`src/rtl/uart_pkg.sv`:
```
// Shared UART constants: FSM encodings, frame width and baud divider helpers.
package uart_pkg;

    localparam logic [1:0] ST_IDLE  = 2'd0;
    localparam logic [1:0] ST_START = 2'd1;
    localparam logic [1:0] ST_DATA  = 2'd2;
    localparam logic [1:0] ST_STOP  = 2'd3;

    localparam int unsigned DATA_BITS = 8;
    localparam int unsigned BIT_IDX_W = 3;

    // Clocks per serial bit (integer divide).
    function automatic int unsigned calc_clks_per_bit(input int unsigned clk_freq,
                                                      input int unsigned baudrate);
        return clk_freq / baudrate;
    endfunction

    // Half a bit period, used to land on the start-bit centre.
    function automatic int unsigned calc_half(input int unsigned clk_freq,
                                              input int unsigned baudrate);
        return (clk_freq / baudrate) / 2;
    endfunction

endpackage

```
`src/rtl/sync_2ff.sv`:
```
// Generic two-flop synchroniser for a single asynchronous input.
module sync_2ff #(
    parameter logic RESET_VAL = 1'b0
) (
    input  logic clk,
    input  logic rst_n,
    input  logic d,
    output logic q
);

    logic meta_q;
    logic sync_q;

    // Two back-to-back flops to settle metastability before use.
    always_ff @(posedge clk or negedge rst_n) begin
        if (!rst_n) begin
            meta_q <= RESET_VAL;
            sync_q <= RESET_VAL;
        end else begin
            meta_q <= d;
            sync_q <= meta_q;
        end
    end

    assign q = sync_q;

endmodule

```
`src/rtl/uart_rx.sv`:
```
// 8N1 UART receiver: start-bit validation at mid-bit, centre sampling, stop check.
module uart_rx
    import uart_pkg::*;
#(
    parameter int unsigned CLK_FREQ = 50000000,
    parameter int unsigned BAUDRATE = 9600
) (
    input  logic                 clk,
    input  logic                 reset_n,
    input  logic                 rx,
    output logic [DATA_BITS-1:0] data,
    output logic                 valid,
    output logic                 frame_err,
    output logic                 busy
);

    localparam int unsigned CLKS_PER_BIT = calc_clks_per_bit(CLK_FREQ, BAUDRATE);
    localparam int unsigned HALF         = calc_half(CLK_FREQ, BAUDRATE);
    localparam int unsigned CNT_W        = (CLKS_PER_BIT > 1) ? $clog2(CLKS_PER_BIT) : 1;

    logic                 rx_s;
    logic                 rx_d_q;
    logic                 fall;

    logic [1:0]           state_q,     state_d;
    logic [CNT_W-1:0]     clk_cnt_q,   clk_cnt_d;
    logic [BIT_IDX_W-1:0] bit_idx_q,   bit_idx_d;
    logic [DATA_BITS-1:0] shreg_q,     shreg_d;
    logic [DATA_BITS-1:0] data_q,      data_d;
    logic                 valid_q,     valid_d;
    logic                 frame_err_q, frame_err_d;

    sync_2ff #(
        .RESET_VAL (1'b1)
    ) u_sync_rx (
        .clk   (clk),
        .rst_n (reset_n),
        .d     (rx),
        .q     (rx_s)
    );

    assign fall = rx_d_q & ~rx_s;

    // Frame FSM: next state, counters, shift register and output pulses.
    always_comb begin
        state_d     = state_q;
        clk_cnt_d   = clk_cnt_q;
        bit_idx_d   = bit_idx_q;
        shreg_d     = shreg_q;
        data_d      = data_q;
        valid_d     = 1'b0;
        frame_err_d = 1'b0;

        case (state_q)
            ST_IDLE: begin
                clk_cnt_d = '0;
                if (fall) begin
                    state_d = ST_START;
                end
            end
            ST_START: begin
                if (clk_cnt_q == CNT_W'(HALF - 1)) begin
                    clk_cnt_d = '0;
                    bit_idx_d = '0;
                    // A start bit that is high again at its centre was a glitch.
                    state_d   = rx_s ? ST_IDLE : ST_DATA;
                end else begin
                    clk_cnt_d = clk_cnt_q + CNT_W'(1);
                end
            end
            ST_DATA: begin
                if (clk_cnt_q == CNT_W'(CLKS_PER_BIT - 1)) begin
                    clk_cnt_d = '0;
                    shreg_d   = {rx_s, shreg_q[DATA_BITS-1:1]};
                    if (bit_idx_q == BIT_IDX_W'(DATA_BITS - 1)) begin
                        state_d = ST_STOP;
                    end else begin
                        bit_idx_d = bit_idx_q + BIT_IDX_W'(1);
                    end
                end else begin
                    clk_cnt_d = clk_cnt_q + CNT_W'(1);
                end
            end
            ST_STOP: begin
                if (clk_cnt_q == CNT_W'(CLKS_PER_BIT - 1)) begin
                    clk_cnt_d = '0;
                    state_d   = ST_IDLE;
                    if (rx_s) begin
                        data_d  = shreg_q;
                        valid_d = 1'b1;
                    end else begin
                        frame_err_d = 1'b1;
                    end
                end else begin
                    clk_cnt_d = clk_cnt_q + CNT_W'(1);
                end
            end
            default: begin
                state_d   = ST_IDLE;
                clk_cnt_d = '0;
            end
        endcase
    end

    // State and datapath registers; reset aborts any frame in flight.
    always_ff @(posedge clk or negedge reset_n) begin
        if (!reset_n) begin
            rx_d_q      <= 1'b1;
            state_q     <= ST_IDLE;
            clk_cnt_q   <= '0;
            bit_idx_q   <= '0;
            shreg_q     <= '0;
            data_q      <= '0;
            valid_q     <= 1'b0;
            frame_err_q <= 1'b0;
        end else begin
            rx_d_q      <= rx_s;
            state_q     <= state_d;
            clk_cnt_q   <= clk_cnt_d;
            bit_idx_q   <= bit_idx_d;
            shreg_q     <= shreg_d;
            data_q      <= data_d;
            valid_q     <= valid_d;
            frame_err_q <= frame_err_d;
        end
    end

    assign data      = data_q;
    assign valid     = valid_q;
    assign frame_err = frame_err_q;
    assign busy      = (state_q != ST_IDLE);

endmodule
```
`config.mk`:
```
export PLATFORM = sky130hd
export DESIGN_NAME = uart_rx
export DESIGN_NICKNAME = d
export VERILOG_FILES = /design/src/rtl/uart_pkg.sv /design/src/rtl/sync_2ff.sv /design/src/rtl/uart_rx.sv
export SDC_FILE = /design/constraint.sdc
export NUM_CORES = 1
export LEC_CHECK = 0
export BUFFER_PORTS_ARGS = -buffer_cell sky130_fd_sc_hd__buf_2
export CAP_MARGIN = 20
export CORE_ASPECT_RATIO = 1.75
export CORE_MARGIN = 2
export CORE_UTILIZATION = 35
export CTS_BUF_LIST = sky130_fd_sc_hd__clkbuf_2 sky130_fd_sc_hd__clkbuf_4 sky130_fd_sc_hd__clkbuf_8
export CTS_CLUSTER_DIAMETER = 100
export DETAILED_ROUTE_END_ITERATION = 12
export PLACE_DENSITY_LB_ADDON = 0.12
export SYNTH_ARGS = -nofsm -noshare
export SYNTH_HDL_FRONTEND = slang
export SYNTH_HIERARCHICAL = 1
export SYNTH_SLANG_ARGS = --single-unit
```
`constraint.sdc`:
```
create_clock -name clk -period 3.9 [get_ports clk]
set_input_delay 0.195 -clock clk [delete_from_list [all_inputs] [get_ports clk]]
set_output_delay 0.195 -clock clk [all_outputs]
set_load 0.01 [all_outputs]
```
==> reports/summary.txt <==
status: finished, final reports clean
Critical Path Source Type: flip-flop
Final #Nets: 163
DRC viols: 0
RSZ-0062 raised after global routing: no
layout cells sized above 1: 0.291
Die X: 57 µm
Cell Area, Synth: 0.00172 mm²
max_slew headroom: 0.297
max-cap viol count: 0
worst vdd ir: 0.298 mV
Slowest-stage cell, CP: a22oi_1
clk_skew: 0.00260 ns
Mapped Cells: 140
Port Buf Inserts: 13
synth-to-layout area growth: 14.0%
hold slack: 0.00285 ns
GRT Total Usage: 0.126
FMAX: 0.437 GHz
CTS Sinks: 39
multi-input logic area: 712 µm²
initial DRC count: 18
Buf/Inv on CP: 0
Core ar.: 0.00471 mm²
FF/Latch Area: 980 µm²
Post-Route WL: 3.11 mm
Die H: 96.7 µm
hpwl dp: 2.22 mm
DR vias/cell: 5.20
fin cells: 210
sequential share of the synthesized area: 0.569
antenna cells: 0
Yosys reg bits: 39
total congestion overflow: 0
CTS resizes: 0
Initial Utilization: 0.365
Crit Path Max Fanout: 13
Cell variety after synth: 34
gp weighted congestion: 0.800
CP Cell Sequence: ha_1 > and2_1 > nand4_1 > a22oi_1 > nor2_1
Post-DP Area: 0.00183 mm²
Crit Path Class: flip-flop to flip-flop
delay-heaviest family, CP: compound AO/OA/AOI/OAI gates
CTS clk-pin slew, worst paths: 0.07 ns
Pleak: 0.963 nW
first-pass GRT wire length: 5.38 mm
Placed Cells: 201
Crit path arrival time: 2.42 ns
TritonCTS Buffers: 5
io pins: 14
design area: 0.00196 mm²
largest net degree at the start of global routing: 40
Power Dens Cells: 460 mW/mm²
DR pass1 iterations: 4
Cell Rows: 33
commonest non-fill, non-tap cell in the layout: dfrtp_1
layout filler cell count: 482
die area: 0.00551 mm²
slowest cell delay on critical path: 0.91 ns
maximum root-to-sink buffer count: 2
period utilization: 0.586
Slew Viols, Final: 0
Synth warnings: 6
CTS tree: done
Fin Setup TNS: 0 ns
worst hold path class: input pin to asynchronous set/reset pin
Final setup viols: 0
critical path required time: 4.03 ns
Worst-Margin Slew: 1.05 ns
CTS root buf: clkbuf_8
DR WL/cell: 14.8 µm
Routed Antenna Nets: 0
most frequent cells in the layout: dfrtp_1, nor2_1, mux2_2
kind of end point of the critical path: flip-flop
fin crit period: 2.29 ns
clock latency on the worst-skew pair: 0.29 ns
initial antenna violation count: 0
Vias: 1,091
H-tree Lvls: 2
final hold violation count: 0
syn nets: 146
syn_area_per_cell: 12.3 µm²
vias in the first global route: 1,129
==> state kept, by name, indices dropped and copies added, names as in the netlist, named ones only <==
signal,flops
state_q,1
data,8
bit_idx_q,3
rx_d_q,1
clk_cnt_q,13
u_sync_rx/q,1
valid,1
shreg_q,8
u_sync_rx/meta_q,1
frame_err,1
==> through the flow <==
step | total power, mW | worst slack, ns | utilization
2_1_floorplan | 0.529 | 1.99 | -
3_3_place_gp | 0.558 | 1.69 | 0.389
3_5_place_dp | 0.559 | 1.60 | 0.389
4_1_cts | 0.918 | 1.59 | 0.417
5_1_grt | 0.949 | 1.39 | 0.417
6_report | 0.902 | 1.61 | 0.417
==> power by group <==
| part | total, mW | internal, mW | switching (mW) | leakage [nW] |
|---|---|---|---|---|
| Combinational | 0.0777 | 0.0348 | 0.0430 | 0.378 |
| Sequential | 0.475 | 0.433 | 0.0413 | 0.524 |
| Clock | 0.350 | 0.207 | 0.143 | 0.0612 |
| Total | 0.902 | 0.675 | 0.227 | 0.963 |
==> cell type report <==
type                    instances  area share
inverters                       3     0.00574
well taps                      52      0.0332
clock inverters                 2      0.0179
flip-flops and latches         39       0.500
clock buffers                   6      0.0421
multi-input cells              94       0.363
repair buffers                 14      0.0383
==> worst paths after layout <==
path | from | end | slack [ns] | cells past startpoint
worst max-delay path | clk_cnt_q[0]$_DFF_PN0_ | clk_cnt_q[5]$_DFF_PN0_ | 1.61 | 5
worst min-delay path | reset_n | clk_cnt_q[7]$_DFF_PN0_ | 0.003 | 1
worst max register to register | clk_cnt_q[0]$_DFF_PN0_ | clk_cnt_q[5]$_DFF_PN0_ | 1.61 | 5
worst min register to register | u_sync_rx/meta_q$_DFF_PN1_ | u_sync_rx/q$_DFF_PN1_ | 0.36 | 0
max in group asynchronous | reset_n | data[5]$_DFFE_PN0P_ | 3.35 | 1
min in group clk | u_sync_rx/meta_q$_DFF_PN1_ | u_sync_rx/q$_DFF_PN1_ | 0.36 | 0
==> per-layer routing <==
metal,up-vias,wire [µm],GRT usage
li1,524,-,-
met1,546,1250,0.137
met2,16,1710,0.222
met3,5,82,0.0281
met4,0,61,0.0590
met5,-,0,0
==> logic make-up (layout without fill, tap and decap cells) <==
kind of cell	after synthesis	in the layout	synth area share
DFF	39	39	0.569
adders and majority gates	3	3	0.0218
buffers and inverters	7	25	0.0167
muxes	19	19	0.122
and+or+nand+nor	55	55	0.190
xor gates and xnor gates	11	11	0.0560
AOI/OAI and AO/OA	6	6	0.0240
==> worst reg2reg max path: cells and delay by family (launching register included) <==
kind,cells,cell delay [ns]
compound gates,1,0.91
simple gates,3,0.55
flops,1,0.41
fa+ha+maj,1,0.27
==> repair_timing <==
item / 4_1_cts / 5_1_grt
setup buffers: 0 / 0
endpoints found under the setup margin: 0 / 0
hold buffers: 1 / 0
hold endpoints to repair: 1 / 0
==> synthesized netlist by cell type (all sizes together) <==
library cell  number  area share
a22oi              1      0.0044
and2               2      0.0073
and3               2      0.0073
and3b              1      0.0051
and4               1      0.0058
buf                2      0.0058
clkbuf             2      0.0044
dfrtp             36        0.52
dfstp              3       0.046
ha                 3       0.022
inv                3      0.0065
mux2              16        0.10
mux2i              3       0.017
nand2              4      0.0087
nand2b             1      0.0036
nand3              7       0.020
nand4              6       0.029
nand4b             1      0.0051
nor2              16       0.035
nor2b              2      0.0073
nor3               5       0.015
nor3b              2       0.012
nor4b              2       0.014
nor4bb             1      0.0058
o21ai              3      0.0087
o22a               1      0.0051
o32a               1      0.0058
or2                1      0.0036
or4b               1      0.0058
xnor2              8       0.041
xor2               3       0.015
(Power assumes the default switching activity.)
